<file path="src/rtl/mem_port_arbiter_if.sv">
// mem_port_arbiter_if: fetch, load/store and memory-side signals of the shared memory port
interface mem_port_arbiter_if #(
  parameter int AW = 32,
  parameter int DW = 32
);
  logic          if_req;
  logic [AW-1:0] if_addr;
  logic          if_gnt;
  logic          if_valid;
  logic [DW-1:0] if_rdata;
  logic            ls_req;
  logic            ls_we;
  logic [DW/8-1:0] ls_wstrb;
  logic [AW-1:0]   ls_addr;
  logic [DW-1:0]   ls_wdata;
  logic            ls_gnt;
  logic            ls_valid;
  logic [DW-1:0]   ls_rdata;
  logic            mem_en;
  logic            mem_we;
  logic [DW/8-1:0] mem_wstrb;
  logic [AW-1:0]   mem_addr;
  logic [DW-1:0]   mem_wdata;
  logic [DW-1:0]   mem_rdata;
  modport slave (
    input  if_req, if_addr, ls_req, ls_we, ls_wstrb, ls_addr, ls_wdata, mem_rdata,
    output if_gnt, if_valid, if_rdata, ls_gnt, ls_valid, ls_rdata,
           mem_en, mem_we, mem_wstrb, mem_addr, mem_wdata
  );
  modport master (
    output if_req, if_addr, ls_req, ls_we, ls_wstrb, ls_addr, ls_wdata, mem_rdata,
    input  if_gnt, if_valid, if_rdata, ls_gnt, ls_valid, ls_rdata,
           mem_en, mem_we, mem_wstrb, mem_addr, mem_wdata
  );
endinterface

</file>
<file path="src/rtl/mem_port_arbiter.sv">
// mem_port_arbiter: shares one single-port memory between fetch and load/store with fixed-latency access.
// Define MEM_ARB_RR_EN for round-robin arbitration; otherwise LS has priority with an IF starvation guard.
module mem_port_arbiter #(
  parameter int AW          = 32,
  parameter int DW          = 32,
  parameter int WAIT_CYCLES = 1,
  parameter int MAX_STALL   = 4
) (
  input  logic              clk,
  input  logic              reset,
  mem_port_arbiter_if.slave bus,
  output logic              busy
);
  localparam int CW = $clog2(WAIT_CYCLES + 1);
  localparam logic [CW-1:0] CNT_LAST = CW'(WAIT_CYCLES - 1);
  typedef enum logic [1:0] {IDLE, ACCESS, DONE} state_t;
  state_t          state, state_nx;
  logic [CW-1:0]   cnt;
  logic            owner_ls, we, pick_ls, grant_if, grant_ls, last_cyc;
  logic [DW/8-1:0] wstrb;
  logic [AW-1:0]   addr;
  logic [DW-1:0]   wdata, if_rdata, ls_rdata;
`ifdef MEM_ARB_RR_EN
  logic last_if;
  assign pick_ls = bus.ls_req && (!bus.if_req || last_if);
`else
  localparam int SW = MAX_STALL > 0 ? $clog2(MAX_STALL + 1) : 1;
  localparam logic [SW-1:0] STALL_MAX = SW'(MAX_STALL);
  logic [SW-1:0] stall_cnt;
  assign pick_ls = bus.ls_req && !(bus.if_req && stall_cnt == STALL_MAX);
`endif
  always_comb begin
    grant_ls = state == IDLE && pick_ls;
    grant_if = state == IDLE && bus.if_req && !pick_ls;
    last_cyc = state == ACCESS && cnt == CNT_LAST;
    state_nx = state == IDLE   ? (grant_ls || grant_if ? ACCESS : IDLE)
             : state == ACCESS ? (last_cyc ? DONE : ACCESS)
             : IDLE;
  end
  always_ff @(posedge clk or negedge reset) begin
    if (!reset) begin
      state    <= IDLE;
      cnt      <= '0;
      owner_ls <= 1'b0;
      we       <= 1'b0;
      wstrb    <= '0;
      addr     <= '0;
      wdata    <= '0;
      if_rdata <= '0;
      ls_rdata <= '0;
`ifdef MEM_ARB_RR_EN
      last_if  <= 1'b1;
`else
      stall_cnt <= '0;
`endif
    end else begin
      state <= state_nx;
      cnt   <= state != ACCESS || last_cyc ? '0 : cnt + 1'b1;
      if (grant_ls || grant_if) begin
        owner_ls <= grant_ls;
        we       <= grant_ls && bus.ls_we;
        wstrb    <= grant_ls && bus.ls_we ? bus.ls_wstrb : '0;
        addr     <= grant_ls ? bus.ls_addr : bus.if_addr;
        wdata    <= grant_ls ? bus.ls_wdata : '0;
      end
      if (last_cyc && !owner_ls) if_rdata <= bus.mem_rdata;
      if (last_cyc && owner_ls && !we) ls_rdata <= bus.mem_rdata;
`ifdef MEM_ARB_RR_EN
      if (grant_ls || grant_if) last_if <= grant_if;
`else
      if (grant_if) stall_cnt <= '0;
      else if (grant_ls && bus.if_req && stall_cnt != STALL_MAX) stall_cnt <= stall_cnt + 1'b1;
`endif
    end
  end
  assign bus.if_gnt    = grant_if;
  assign bus.ls_gnt    = grant_ls;
  assign bus.if_valid  = state == DONE && !owner_ls;
  assign bus.ls_valid  = state == DONE && owner_ls;
  assign bus.if_rdata  = if_rdata;
  assign bus.ls_rdata  = ls_rdata;
  assign bus.mem_en    = state == ACCESS;
  assign bus.mem_we    = state == ACCESS && we;
  assign bus.mem_wstrb = state == ACCESS ? wstrb : '0;
  assign bus.mem_addr  = addr;
  assign bus.mem_wdata = wdata;
  assign busy          = state != IDLE;
endmodule

</file>
<file path="src/flat_wrapper.sv">
// flat-port wrapper written by rule: the top's interface ports become plain ports
module mem_port_arbiter_flat 
#(
  parameter int AW          = 32,
  parameter int DW          = 32,
  parameter int WAIT_CYCLES = 1,
  parameter int MAX_STALL   = 4
)
  (clk, reset, busy, bus_if_req, bus_if_addr, bus_ls_req, bus_ls_we, bus_ls_wstrb, bus_ls_addr, bus_ls_wdata, bus_mem_rdata, bus_if_gnt, bus_if_valid, bus_if_rdata, bus_ls_gnt, bus_ls_valid, bus_ls_rdata, bus_mem_en, bus_mem_we, bus_mem_wstrb, bus_mem_addr, bus_mem_wdata);
  mem_port_arbiter_if #(.AW(AW), .DW(DW)) bus_i ();
  input  logic clk;
  input  logic reset;
  output logic busy;
  input wire logic [$bits(bus_i.if_req)-1:0] bus_if_req;
  input wire logic [$bits(bus_i.if_addr)-1:0] bus_if_addr;
  input wire logic [$bits(bus_i.ls_req)-1:0] bus_ls_req;
  input wire logic [$bits(bus_i.ls_we)-1:0] bus_ls_we;
  input wire logic [$bits(bus_i.ls_wstrb)-1:0] bus_ls_wstrb;
  input wire logic [$bits(bus_i.ls_addr)-1:0] bus_ls_addr;
  input wire logic [$bits(bus_i.ls_wdata)-1:0] bus_ls_wdata;
  input wire logic [$bits(bus_i.mem_rdata)-1:0] bus_mem_rdata;
  output wire logic [$bits(bus_i.if_gnt)-1:0] bus_if_gnt;
  output wire logic [$bits(bus_i.if_valid)-1:0] bus_if_valid;
  output wire logic [$bits(bus_i.if_rdata)-1:0] bus_if_rdata;
  output wire logic [$bits(bus_i.ls_gnt)-1:0] bus_ls_gnt;
  output wire logic [$bits(bus_i.ls_valid)-1:0] bus_ls_valid;
  output wire logic [$bits(bus_i.ls_rdata)-1:0] bus_ls_rdata;
  output wire logic [$bits(bus_i.mem_en)-1:0] bus_mem_en;
  output wire logic [$bits(bus_i.mem_we)-1:0] bus_mem_we;
  output wire logic [$bits(bus_i.mem_wstrb)-1:0] bus_mem_wstrb;
  output wire logic [$bits(bus_i.mem_addr)-1:0] bus_mem_addr;
  output wire logic [$bits(bus_i.mem_wdata)-1:0] bus_mem_wdata;
  assign bus_i.if_req = bus_if_req;
  assign bus_i.if_addr = bus_if_addr;
  assign bus_i.ls_req = bus_ls_req;
  assign bus_i.ls_we = bus_ls_we;
  assign bus_i.ls_wstrb = bus_ls_wstrb;
  assign bus_i.ls_addr = bus_ls_addr;
  assign bus_i.ls_wdata = bus_ls_wdata;
  assign bus_i.mem_rdata = bus_mem_rdata;
  assign bus_if_gnt = bus_i.if_gnt;
  assign bus_if_valid = bus_i.if_valid;
  assign bus_if_rdata = bus_i.if_rdata;
  assign bus_ls_gnt = bus_i.ls_gnt;
  assign bus_ls_valid = bus_i.ls_valid;
  assign bus_ls_rdata = bus_i.ls_rdata;
  assign bus_mem_en = bus_i.mem_en;
  assign bus_mem_we = bus_i.mem_we;
  assign bus_mem_wstrb = bus_i.mem_wstrb;
  assign bus_mem_addr = bus_i.mem_addr;
  assign bus_mem_wdata = bus_i.mem_wdata;
  mem_port_arbiter #(.AW(AW), .DW(DW), .WAIT_CYCLES(WAIT_CYCLES), .MAX_STALL(MAX_STALL)) u_core (.clk(clk), .reset(reset), .bus(bus_i), .busy(busy));
endmodule
</file>
<file path="config.mk">
export PLATFORM = sky130hd
export DESIGN_NAME = mem_port_arbiter_flat
export DESIGN_NICKNAME = d
export VERILOG_FILES = /design/src/rtl/mem_port_arbiter_if.sv /design/src/rtl/mem_port_arbiter.sv /design/src/flat_wrapper.sv
export SDC_FILE = /design/constraint.sdc
export NUM_CORES = 1
export LEC_CHECK = 0
export ABC_AREA = 0
export CAP_MARGIN = 20
export CORE_AREA = 2 2 107 109
export DETAILED_ROUTE_END_ITERATION = 7
export DIE_AREA = 0 0 109 111
export DONT_BUFFER_PORTS = 1
export PLACE_DENSITY_LB_ADDON = 0.15
export SYNTH_ARGS = -nofsm -noshare
export SYNTH_HDL_FRONTEND = slang
export SYNTH_SLANG_ARGS = --single-unit
</file>
<file path="constraint.sdc">
create_clock -name clk -period 4.05 [get_ports clk]
set_input_delay 0.6075 -clock clk [delete_from_list [all_inputs] [get_ports clk]]
set_output_delay 0.6075 -clock clk [all_outputs]
set_load 0.05 [all_outputs]
</file>
# Yosys cells after proc, flatten, opt, wreduce, memory -nomap -nowiden
# Index checks and enable logic that the tools add are counted.
[classes]
add_sub_neg = 2
eq_ne = 5
n_mux = 11
bitwise_logic = 1
n_reduce_logical = 24
[ops]
columns = ["cell", "n"]
rows = [
  ["32-bit two-way mux", 2],
  ["1-bit logical AND", 15],
  ["4-bit two-way mux", 2],
  ["2-bit two-way mux", 3],
  ["3-bit two-way mux", 2],
  ["1-bit logical NOT", 4],
  ["2-bit nonzero test", 2],
  ["3-bit by 1-bit adder with 3-bit output (second input constant)", 1],
  ["3-bit == test (second input constant)", 1],
  ["3-bit inequality test (second input constant)", 1],
  ["2-bit by 1-bit == test with 1-bit output (second input constant)", 1],
  ["2-bit == test (second input constant)", 1],
  ["2-bit logical NOT", 1],
  ["1-bit logical OR", 2],
  ["1-bit two-way mux", 2],
  ["2-bit by 1-bit inequality test with 1-bit output (second input constant)", 1],
  ["1-bit adder (second input constant)", 1],
  ["1-bit inverter", 1],
]
[totals]
reg_bits = 140
inputBits = 137
wordCells = 53

# Depth between registers and ports, before layout
# Gate-level depths: netlist (run 1).
[logic_depth]
word_depth = 9
mapped_depth = 8
depth_no_buf = 6

# Worst setup path after synthesis (run 1)
# OpenSTA, ideal clock, no wires.
[synth_timing]
path_type = "register -> output"
start = "reg u_core.state[1]"
end = "out bus_mem_we"
arrival_time_ns = 1.813
setup_slack_ns = 1.630
path_stages_with_launch = 3
n_path_buf = 0
path_cell_list = "dfrtp_1 > nor2b_1 > and2_1"
[synth_via]
elab_chain_cells = 2
[synth_rtl]
columns = ["element", "line", "source"]
rows = [
  ["start, declared", "mem_port_arbiter.sv:17", "state_t state, state_nx;"],
  ["start signal, assigned", "mem_port_arbiter.sv:57", "state <= state_nx;"],
  ["2-bit by 1-bit == test with 1-bit output", "-", ""],
  ["net bus_mem_en", "flat_wrapper.sv:28", "output wire logic [$bits(bus_i.mem_en)-1:0] bus_mem_en;"],
  ["1-bit logical AND", "mem_port_arbiter.sv:83", "assign bus.mem_we = state == ACCESS && we;"],
  ["end, declared", "flat_wrapper.sv:29", "output wire logic [$bits(bus_i.mem_we)-1:0] bus_mem_we;"],
]
# The timed path passes the listed nets, and every way through them passes these cells.

# Worst setup path in the final report (run 1)
[layout_timing]
start = "reg u_core.state[1]"
end = "out bus_if_gnt"
[layout_via]
elab_chain_cells = 3
[layout_rtl]
columns = ["element", "line", "source"]
rows = [
  ["2-bit logical NOT", "mem_port_arbiter.sv:34", "grant_if = state == IDLE && bus.if_req && !pick_ls;"],
  ["1-bit logical AND (2 in series)", "mem_port_arbiter.sv:34", ""],
  ["end, declared", "flat_wrapper.sv:22", "output wire logic [$bits(bus_i.if_gnt)-1:0] bus_if_gnt;"],
]
# Every way passes these cells.

==> reports/metrics.yaml, run 1 <==
wl_mm: 12.1
drive_gt1_share_pct: 36.2
path_class: "reg2out"
fin_crit_sh_pct: 70.1
worst_setup_path_end_kind: "primary output"
clockRootBuffer: "clkbuf_16"
ys_ff_latch: 140
synth_fa_ha_area_share_pct: 0.448
yosysTopAreaCell: "dfrtp_1"
synth_compound_area_share_pct: 11.1
die_x_um: 109
synth_flop_cell: "dfrtp_1"
hold_violations: 0
fmaxAchievable_mhz: 352
synth-xor-area-share_pct: 0
finalSetupViolCount: 0
cts_buffer_depth: 2
synth_top_family_by_area: "multiplexers"
ys_seq_area_share_pct: 62.7
grt-ovfl-total: 0
reg2reg_slack_ns: 1.85
rows: 39
grt_antenna_before_repair: 0
finalClockSkew_ns: 0.00512
final.setup.tns_ns: 0
num_io_pins: 276
ys_warn_count: 0
final_max_slew_viol_count: 0
required_ns: 3.44
clock_latency_ns: 0.42
syn_area_um2: 5590
clk_pin_slew_ns: 0.06
yosysMostFrequentCell: "dfrtp_1"
worst_slew_pin_slew_ns: 0.986
gp_congestion: 0.725
first_global_vias: 3272
yosys-top-cells-count: "dfrtp_1, mux2_2, a22o_1"
r2r-end: "u_core.wstrb[1]$_DFFE_PN0P_"
grt_usage_pct: 20.3
core_region_area_um2: 11100
grt_pass1_wl_mm: 18.0
maxCapViolCount: 0
clock-sinks: 140
syn_inst: 368
vias: 3117
muxShareOfSynthArea_pct: 20.5
min_period_ns: 2.84
syn_nets: 507
wl_per_cell_um: 22.9
worstRegToRegCells: 7
path_max_fanout: 21
antenna_cells: 0
rr_startpoint: "u_core.stall_cnt[0]$_DFFE_PN0P_"
yosys.area_share.simple_pct: 2.64
die_height_um: 111
synthArstFlopShare_pct: 100
cts_tree: "built"
drcViolationCount: 0
initial_core_util_pct: 50.5
cts_made_buffers: 17
hold_path_class: "in2async"
drt_first_iter_violations: 209
synthTopCellsByArea: "dfrtp_1, mux2_2, a22o_1"
status: "finished clean"
grt_setup_unrepaired: "no"
firstDrtPassIters: 4
start_kind: "flop"
viasPerCell: 5.91
ant_nets: 0
nNetsFinal: 511
critPathArrivalTime_ns: 2.23
hpwlAfterDp_mm: 8.32
synth_top_area_share_pct: 62.7
die-area_um2: 12100
portBuffers: 0
synth_edf_count: 0
syn_to_final_growth_pct: 13.3
syn_area_per_cell_um2: 15.2
cts_max_level: 4
ys_types: 28
slew_headroom_pct: 34.2
grt_max_degree: 141
[worst max-delay path by stage]
stage	slack, ns	to	start	cells past startpoint
after floorplan	1.63	bus_mem_we	u_core.state[1]$_DFF_PN0_	2
after global placement	1.51	bus_if_gnt	bus_if_req	3
after detailed placement	1.48	bus_if_gnt	bus_if_req	3
after CTS	1.16	bus_if_gnt	u_core.state[1]$_DFF_PN0_	3
after global routing	1.07	bus_if_gnt	u_core.state[1]$_DFF_PN0_	3
final	1.21	bus_if_gnt	u_core.state[1]$_DFF_PN0_	3
[layer usage]
metal | vias up | part of all wire, % | global-route usage, %
met5 | - | 0 | 0
met4 | 0 | 2.1 | 8.63
met3 | 21 | 12 | 9.99
met2 | 193 | 49 | 32.4
met1 | 1541 | 37 | 22.8
li1 | 1362 | - | -
[worst max-delay path, stage by stage, from the launching register on]
cell     delay, ns
dfrtp_1       0.44
or3b_4        0.57
a21o_1        0.39
inv_1         0.41
[flip-flops by register name, summed over array words and instances, names as in the netlist]
register / cells
u_core.bus.if_rdata: 32
u_core.bus.ls_rdata: 32
u_core.bus.mem_addr: 32
u_core.bus.mem_wdata: 32
u_core.wstrb: 4
u_core.stall_cnt: 3
u_core.state: 2
u_core.cnt: 1
u_core.owner_ls: 1
u_core.we: 1
[layout by cell type, fill, tap and decap left out, types with 2 or more instances in the layout]
cell	count
o21ai_0	2
clkinv_4	2
a32o_1	4
ha_1	2
clkinv_2	3
a21o_1	3
nand3_1	4
mux2_1	20
clkbuf_16	17
dfrtp_1	140
nor2_1	2
and2_1	5
buf_4	7
clkinvlp_4	3
o221a_2	13
clkbuf_8	4
o21bai_1	13
nor3b_2	2
a22o_1	33
nand2_1	4
mux2_2	82
inv_1	6
bufinv_16	2
[timing repair]
action,4_1_cts,5_1_grt
hold endpoints to repair,140,0
endpoints found under the setup margin,0,0
resized for setup,0,0
buffers inserted,0,0
hold buffers,1,0
[kinds of logic (layout without fill, tap and decap cells)]
logic type / count (synthesis) / in the layout
other cells: 1 / 1
buf+inv: 29 / 45
flops: 140 / 140
fa+ha+maj: 2 / 2
compound gates: 70 / 70
simple gates: 24 / 24
mux: 102 / 102
[area by class of cell]
type	count	area (um^2)
multi-input cells	199	1950
clock buffers	21	480
clock inverters	10	115
repair buffers	8	80.1
inverters	6	22.5
flip-flops and latches	140	3500
well taps	143	179
fillers	883	4740
[metrics by stage]
stage / utilization (%) / hold WS (ns) / area (um^2) / instances / setup slack (ns)
4_1_cts: 57.2 / 0.211 / 6330 / 527 / 1.16
6_report: 57.2 / 0.173 / 6330 / 527 / 1.21
2_1_floorplan: - / 0.312 / 5590 / 368 / 1.63
5_1_grt: 57.2 / 0.195 / 6330 / 527 / 1.07
3_3_place_gp: 51.6 / 0.315 / 5710 / 495 / 1.51
3_5_place_dp: 51.6 / 0.315 / 5710 / 495 / 1.48
Power of run 1 is left out: the tool's default activity adds up to more than one toggle a clock period on the data nets, which glitch-free logic cannot reach.
==> run 2: changes to the inputs <==
==> constraint.sdc (replaced) <==
create_clock -name clk -period 2.3 [get_ports clk]
set_input_delay 0.345 -clock clk [delete_from_list [all_inputs] [get_ports clk]]
set_output_delay 0.345 -clock clk [all_outputs]
set_load 0.05 [all_outputs]
==> run 2 against run 1 <==
Net effect: the run now ends with negative hold slack left; count of clock-buffer cells in the layout rose by 4; global-route usage rose by 0.84 points; utilization rose by 0.88 points; sequential share of layout area fell by 0.84 points; die area did not move; first-iteration DRC count fell by 1.9%; non-clock buffer count rose by 8; routed wire length rose by 4.1%; final cell count rose by 1.7%; critical path type unchanged.
==> reports/metrics.yaml, run 2 (synthesis gave the netlist of run 1 again) <==
worstRegToRegCells: 3  # was 7
required_ns: 1.96  # was 3.44 ns
clock-sinks: 140  # unchanged
hold_path_class: "in2async"  # unchanged
die_height_um: 111  # unchanged
cts_tree: "built"  # unchanged
rr_startpoint: "u_core.state[0]$_DFF_PN0_"  # was u_core.stall_cnt[0]$_DFFE_PN0P_
hpwlAfterDp_mm: 8.61  # was 8.32 mm
grt-ovfl-total: 0  # unchanged
path_class: "reg2out"  # unchanged
portBuffers: 0  # unchanged
num_io_pins: 276  # unchanged
cpPeakStageDelay_ns: 0.49  # was 0.57 ns
path_cells: "nor2b_1 -> and2_1 -> buf_12"  # was or3b_4 -> a21o_1 -> inv_1
first_global_vias: 3429  # was 3272
fin_hold_ws_ns: -0.374  # was 0.173 ns
grt_setup_unrepaired: "no"  # unchanged
drcViolationCount: 0  # unchanged
grt_usage_pct: 21.1  # was 20.3%
min_period_ns: 2.13
violations: "negative hold slack"
slew_headroom_pct: 44.4  # was 34.2%
critPathArrivalTime_ns: 1.78  # was 2.23 ns
reg2reg_slack_ns: 0.40  # was 1.85 ns
hold_violations: 140  # was 0
cts_resized: 0  # unchanged
nNetsFinal: 520  # was 511
final_cell_mix: "dfrtp_1, mux2_2, a22o_1"  # unchanged
vias: 3219  # was 3117
cts_made_buffers: 17  # unchanged
path_max_fanout: 8  # was 21
rows: 39  # unchanged
path_delay_family: "simple AND/OR/NAND/NOR gates"  # unchanged
worst-path-buf-inv: 1  # unchanged
finalClockSkew_ns: 0.00684  # was 0.00512 ns
syn_to_final_growth_pct: 15.0  # was 13.3%
antenna_cells: 0  # unchanged
clk_pin_slew_ns: 0.05  # was 0.06 ns
r2r-end: "u_core.bus.mem_addr[10]$_DFFE_PN0P_"  # was u_core.wstrb[1]$_DFFE_PN0P_
worst_slew_pin_slew_ns: 0.833  # was 0.986 ns
wl_per_cell_um: 23.5  # was 22.9 um
wl_mm: 12.6  # was 12.1 mm
die_x_um: 109  # unchanged
final_max_slew_viol_count: 0  # unchanged
gp_congestion: 0.735  # was 0.725
grt_pass1_wl_mm: 18.9  # was 18.0 mm
fin_crit_sh_pct: 92.5
fmaxAchievable_mhz: 470
cts_max_level: 4  # unchanged
cp.depth: 3  # unchanged
start_kind: "flop"  # unchanged
grt_antenna_before_repair: 0  # unchanged
final_common_cell: "dfrtp_1"  # unchanged
cts_buffer_depth: 2  # unchanged
clock_latency_ns: 0.41  # was 0.42 ns
status: "complete, but fails checks"  # was finished clean
clockRootBuffer: "clkbuf_16"  # unchanged
firstDrtPassIters: 6  # was 4
maxCapViolCount: 0  # unchanged
worst_setup_path_end_kind: "primary output"  # unchanged
drive_gt1_share_pct: 36.6  # was 36.2%
grt_max_degree: 141  # unchanged
slowest_stage: "dfrtp_1"  # was or3b_4
finalSetupViolCount: 0  # unchanged
core_region_area_um2: 11100  # unchanged
drt_first_iter_violations: 205  # was 209
initial_core_util_pct: 50.5  # unchanged
final.setup.tns_ns: 0  # unchanged
die-area_um2: 12100  # unchanged
viasPerCell: 6.01  # was 5.91
ant_nets: 0  # unchanged
run 2: layout make-up:
class                      instances  area [um^2]
fill                             859         4640
clock buffer                      25          495
tap                              143          179
timing repair buffer              16          208
clock inverter                     6         61.3
inverter                           6         22.5
multi-input combinational        200         1960
sequential                       140         3500
run 2: repair_timing:
item / 4_1_cts / 5_1_grt
endpoints found under the setup margin: 0 / 1
endpoints found under the hold margin: 140 / 140
buffers inserted: 0 / 1
run 2: how the worst max path moves through the flow:
stage | startpoint | end | slack, ns
6_report | u_core.state[0]$_DFF_PN0_ | bus_mem_wstrb[2] | 0.17
5_1_grt | u_core.state[0]$_DFF_PN0_ | bus_mem_we | 0.01
4_1_cts | u_core.state[1]$_DFF_PN0_ | bus_if_gnt | 0.03
3_5_place_dp | u_core.state[1]$_DFF_PN0_ | bus_if_gnt | 0.48
3_3_place_gp | u_core.state[1]$_DFF_PN0_ | bus_if_gnt | 0.51
2_1_floorplan | u_core.state[1]$_DFF_PN0_ | bus_mem_we | 0.14
run 2: through the flow:
stage / instance area (um^2) / cells / util (%) / setup WS, ns
finish: 6430 / 536 / 58.1 / 0.172
global route: 6430 / 536 / 58.1 / 0.0132
floorplan: 5590 / 368 / - / 0.142
CTS: 6420 / 534 / 57.9 / 0.0259
detailed placement: 5860 / 503 / 52.9 / 0.481
global placement: 5860 / 503 / 52.9 / 0.510
run 2: metal layers:
| metal | up-vias | global-route usage, % | wire (um) | part of all wire (%) |
|---|---|---|---|---|
| met5 | - | 0 | 0 | 0 |
| met4 | 0 | 8.29 | 183 | 1.5 |
| met3 | 14 | 11.9 | 1510 | 12 |
| met2 | 191 | 33.9 | 6340 | 50 |
| met1 | 1633 | 22.9 | 4540 | 36 |
| li1 | 1381 | - | - | - |
Power of run 2 is left out for the same reason.
==> run 3: changes to the inputs <==
--- a/config.mk
+++ b/config.mk
@@ -7,9 +7,9 @@
 export LEC_CHECK = 0
 export ABC_AREA = 0
 export CAP_MARGIN = 20
-export CORE_AREA = 2 2 107 109
+export CORE_MARGIN = 2
+export CORE_UTILIZATION = 30
 export DETAILED_ROUTE_END_ITERATION = 7
-export DIE_AREA = 0 0 109 111
 export DONT_BUFFER_PORTS = 1
 export PLACE_DENSITY_LB_ADDON = 0.15
 export SYNTH_ARGS = -nofsm -noshare
==> run 3 against run 2 <==
Net effect: the flow still finishes with violations (negative hold slack); critical path depth increased by 1; largest cell class unchanged; first-iteration DRC count decreased by 60%; utilization decreased by 22 points; count of clock-buffer cells in the layout decreased by 7; clock skew increased by 0.0028 ns; die area increased by 63%; non-clock buffer count unchanged; design area increased by 2.3%; sequential cell count unchanged; final cell count increased by 16%.
==> reports/metrics.yaml, run 3 (synthesis gave the netlist of run 1 again) <==
critPathArrivalTime_ns: 1.86  # was 1.78 ns
nNetsFinal: 520  # unchanged
wl_mm: 13.2  # was 12.6 mm
highest_layer: "met4"  # unchanged
first_global_vias: 3492  # was 3429
wl_met3_mm: 1.32  # was 1.51 mm
drcViolationCount: 0  # unchanged
cts_resized: 0  # unchanged
cts_tree: "built"  # unchanged
hold_path_class: "in2async"  # unchanged
final.setup.tns_ns: 0  # unchanged
grt_setup_unrepaired: "no"  # unchanged
die_height_um: 141  # was 111 um
gp_congestion: 0.799  # was 0.735
drt_first_iter_violations: 81  # was 205
final_max_slew_viol_count: 0  # unchanged
grt_antenna_before_repair: 0  # unchanged
core_region_area_um2: 18100  # was 11100 um^2
drive_gt1_share_pct: 37.6  # was 36.6%
clockRootBuffer: "clkbuf_16"  # unchanged
initial_core_util_pct: 30.8  # was 50.5%
fin_crit_sh_pct: 96.1  # was 92.5%
path_class: "reg2out"  # unchanged
finalSetupViolCount: 0  # unchanged
cpPeakStageDelay_ns: 0.54  # was 0.49 ns
wl_met1_mm: 5.11  # was 4.54 mm
wl_per_cell_um: 21.1  # was 23.5 um
antenna_cells: 0  # unchanged
viasPerCell: 5.12  # was 6.01
hpwlAfterDp_mm: 8.86  # was 8.61 mm
final_cell_mix: "dfrtp_1, mux2_2, a22o_1"  # unchanged
worst_setup_path_end_kind: "primary output"  # unchanged
die-area_um2: 19700  # was 12100 um^2
grt_max_degree: 141  # unchanged
final_common_cell: "dfrtp_1"  # unchanged
grt_pass1_wl_mm: 19.9  # was 18.9 mm
cts_max_level: 4  # unchanged
ant_nets: 0  # unchanged
maxCapViolCount: 0  # unchanged
die_x_um: 141  # was 109 um
portBuffers: 0  # unchanged
worst_slew_pin_slew_ns: 0.545  # was 0.833 ns
syn_to_final_growth_pct: 17.6  # was 15.0%
path_delay_family: "simple AND/OR/NAND/NOR gates"  # unchanged
num_io_pins: 276  # unchanged
grt-ovfl-total: 0  # unchanged
met2WireLength_mm: 6.51  # was 6.34 mm
fin_hold_ws_ns: -0.371  # was -0.374 ns
clock-sinks: 140  # unchanged
violations: "negative hold slack"  # unchanged
worst-path-buf-inv: 2  # was 1
min_period_ns: 2.21  # was 2.13 ns
finalClockSkew_ns: 0.00964  # was 0.00684 ns
cts_made_buffers: 17  # unchanged
fmaxAchievable_mhz: 453  # was 470 MHz
grt_usage_pct: 13.1  # was 21.1%
slew_headroom_pct: 63.6  # was 44.4%
firstDrtPassIters: 4  # was 6
start_kind: "flop"  # unchanged
clock_latency_ns: 0.41  # about the same
required_ns: 1.96  # about the same
status: "complete, but fails checks"  # unchanged
hold_violations: 140  # unchanged
postCtsSetupRepairBufs: 0  # unchanged
rows: 49  # was 39
slowest_stage: "or3b_4"  # was dfrtp_1
path_max_fanout: 11  # was 8
cts_buffer_depth: 2  # unchanged
path_cells: "or3b_4 -> a21o_1 -> inv_1 -> buf_12"  # was nor2b_1 -> and2_1 -> buf_12
clk_pin_slew_ns: 0.06  # was 0.05 ns
vias: 3187  # was 3219
[run 3: cell types whose count changed in the layout (fill, tap and decap cells not counted), moves of 2 or more]
cell,before,now
buf_12,7,9
buf_4,9,7
clkbuf_1,4,1
clkbuf_8,4,0
clkinvlp_4,1,3
inv_6,0,5
[run 3: through the flow]
stage / hold slack, ns / cell area [um^2] / cells / utilization (%) / worst slack (ns)
3_3_place_gp: 0.0527 / 6000 / 590 / 33.1 / 0.496
3_5_place_dp: 0.0524 / 6000 / 590 / 33.1 / 0.468
4_1_cts: -0.398 / 6570 / 622 / 36.2 / 0.0296
2_1_floorplan: 0.0494 / 5590 / 368 / - / 0.142
5_1_grt: -0.406 / 6580 / 623 / 36.2 / 0.0116
6_report: -0.371 / 6580 / 623 / 36.2 / 0.0905
[run 3: final cells by class]
cell class                      instances  area [um^2]
Clock buffer                           18          429
Timing Repair Buffer                   16          233
Sequential cell                       140         3500
Clock inverter                         14          135
Multi-Input combinational cell        200         1970
Fill cell                            1764        11600
Tap cell                              229          287
Inverter                                6         22.5
[run 3: worst register-to-register path, cell delays in order (launching register included)]
cell     delay (ns)
dfrtp_1        0.47
or3b_2         0.69
mux2_1         0.37
mux2_2         0.27
[run 3: path summary, 6_finish.rpt]
check	startpoint	cells after the start	slack, ns	endpoint
min reg2reg	u_core.cnt$_DFF_PN0_	1	0.47	u_core.state[1]$_DFF_PN0_
min	reset	0	-0.37	u_core.bus.if_rdata[2]$_DFFE_PN0P_
max reg2reg	u_core.state[0]$_DFF_PN0_	3	0.39	u_core.bus.mem_addr[20]$_DFFE_PN0P_
max in group asynchronous	reset	0	2.44	u_core.bus.mem_addr[27]$_DFFE_PN0P_
max	u_core.state[0]$_DFF_PN0_	4	0.09	bus_if_gnt
min in group clk	bus_ls_wdata[16]	1	0.07	u_core.bus.mem_wdata[16]$_DFFE_PN0P_
[run 3: metal layers]
| metal | up-vias | global-route usage, % |
|---|---|---|
| li1 | 1379 | - |
| met1 | 1620 | 15.0 |
| met2 | 173 | 21.2 |
| met3 | 15 | 6.09 |
| met4 | 0 | 5.37 |
| met5 | - | 0 |
Power of run 3 is left out for the same reason.
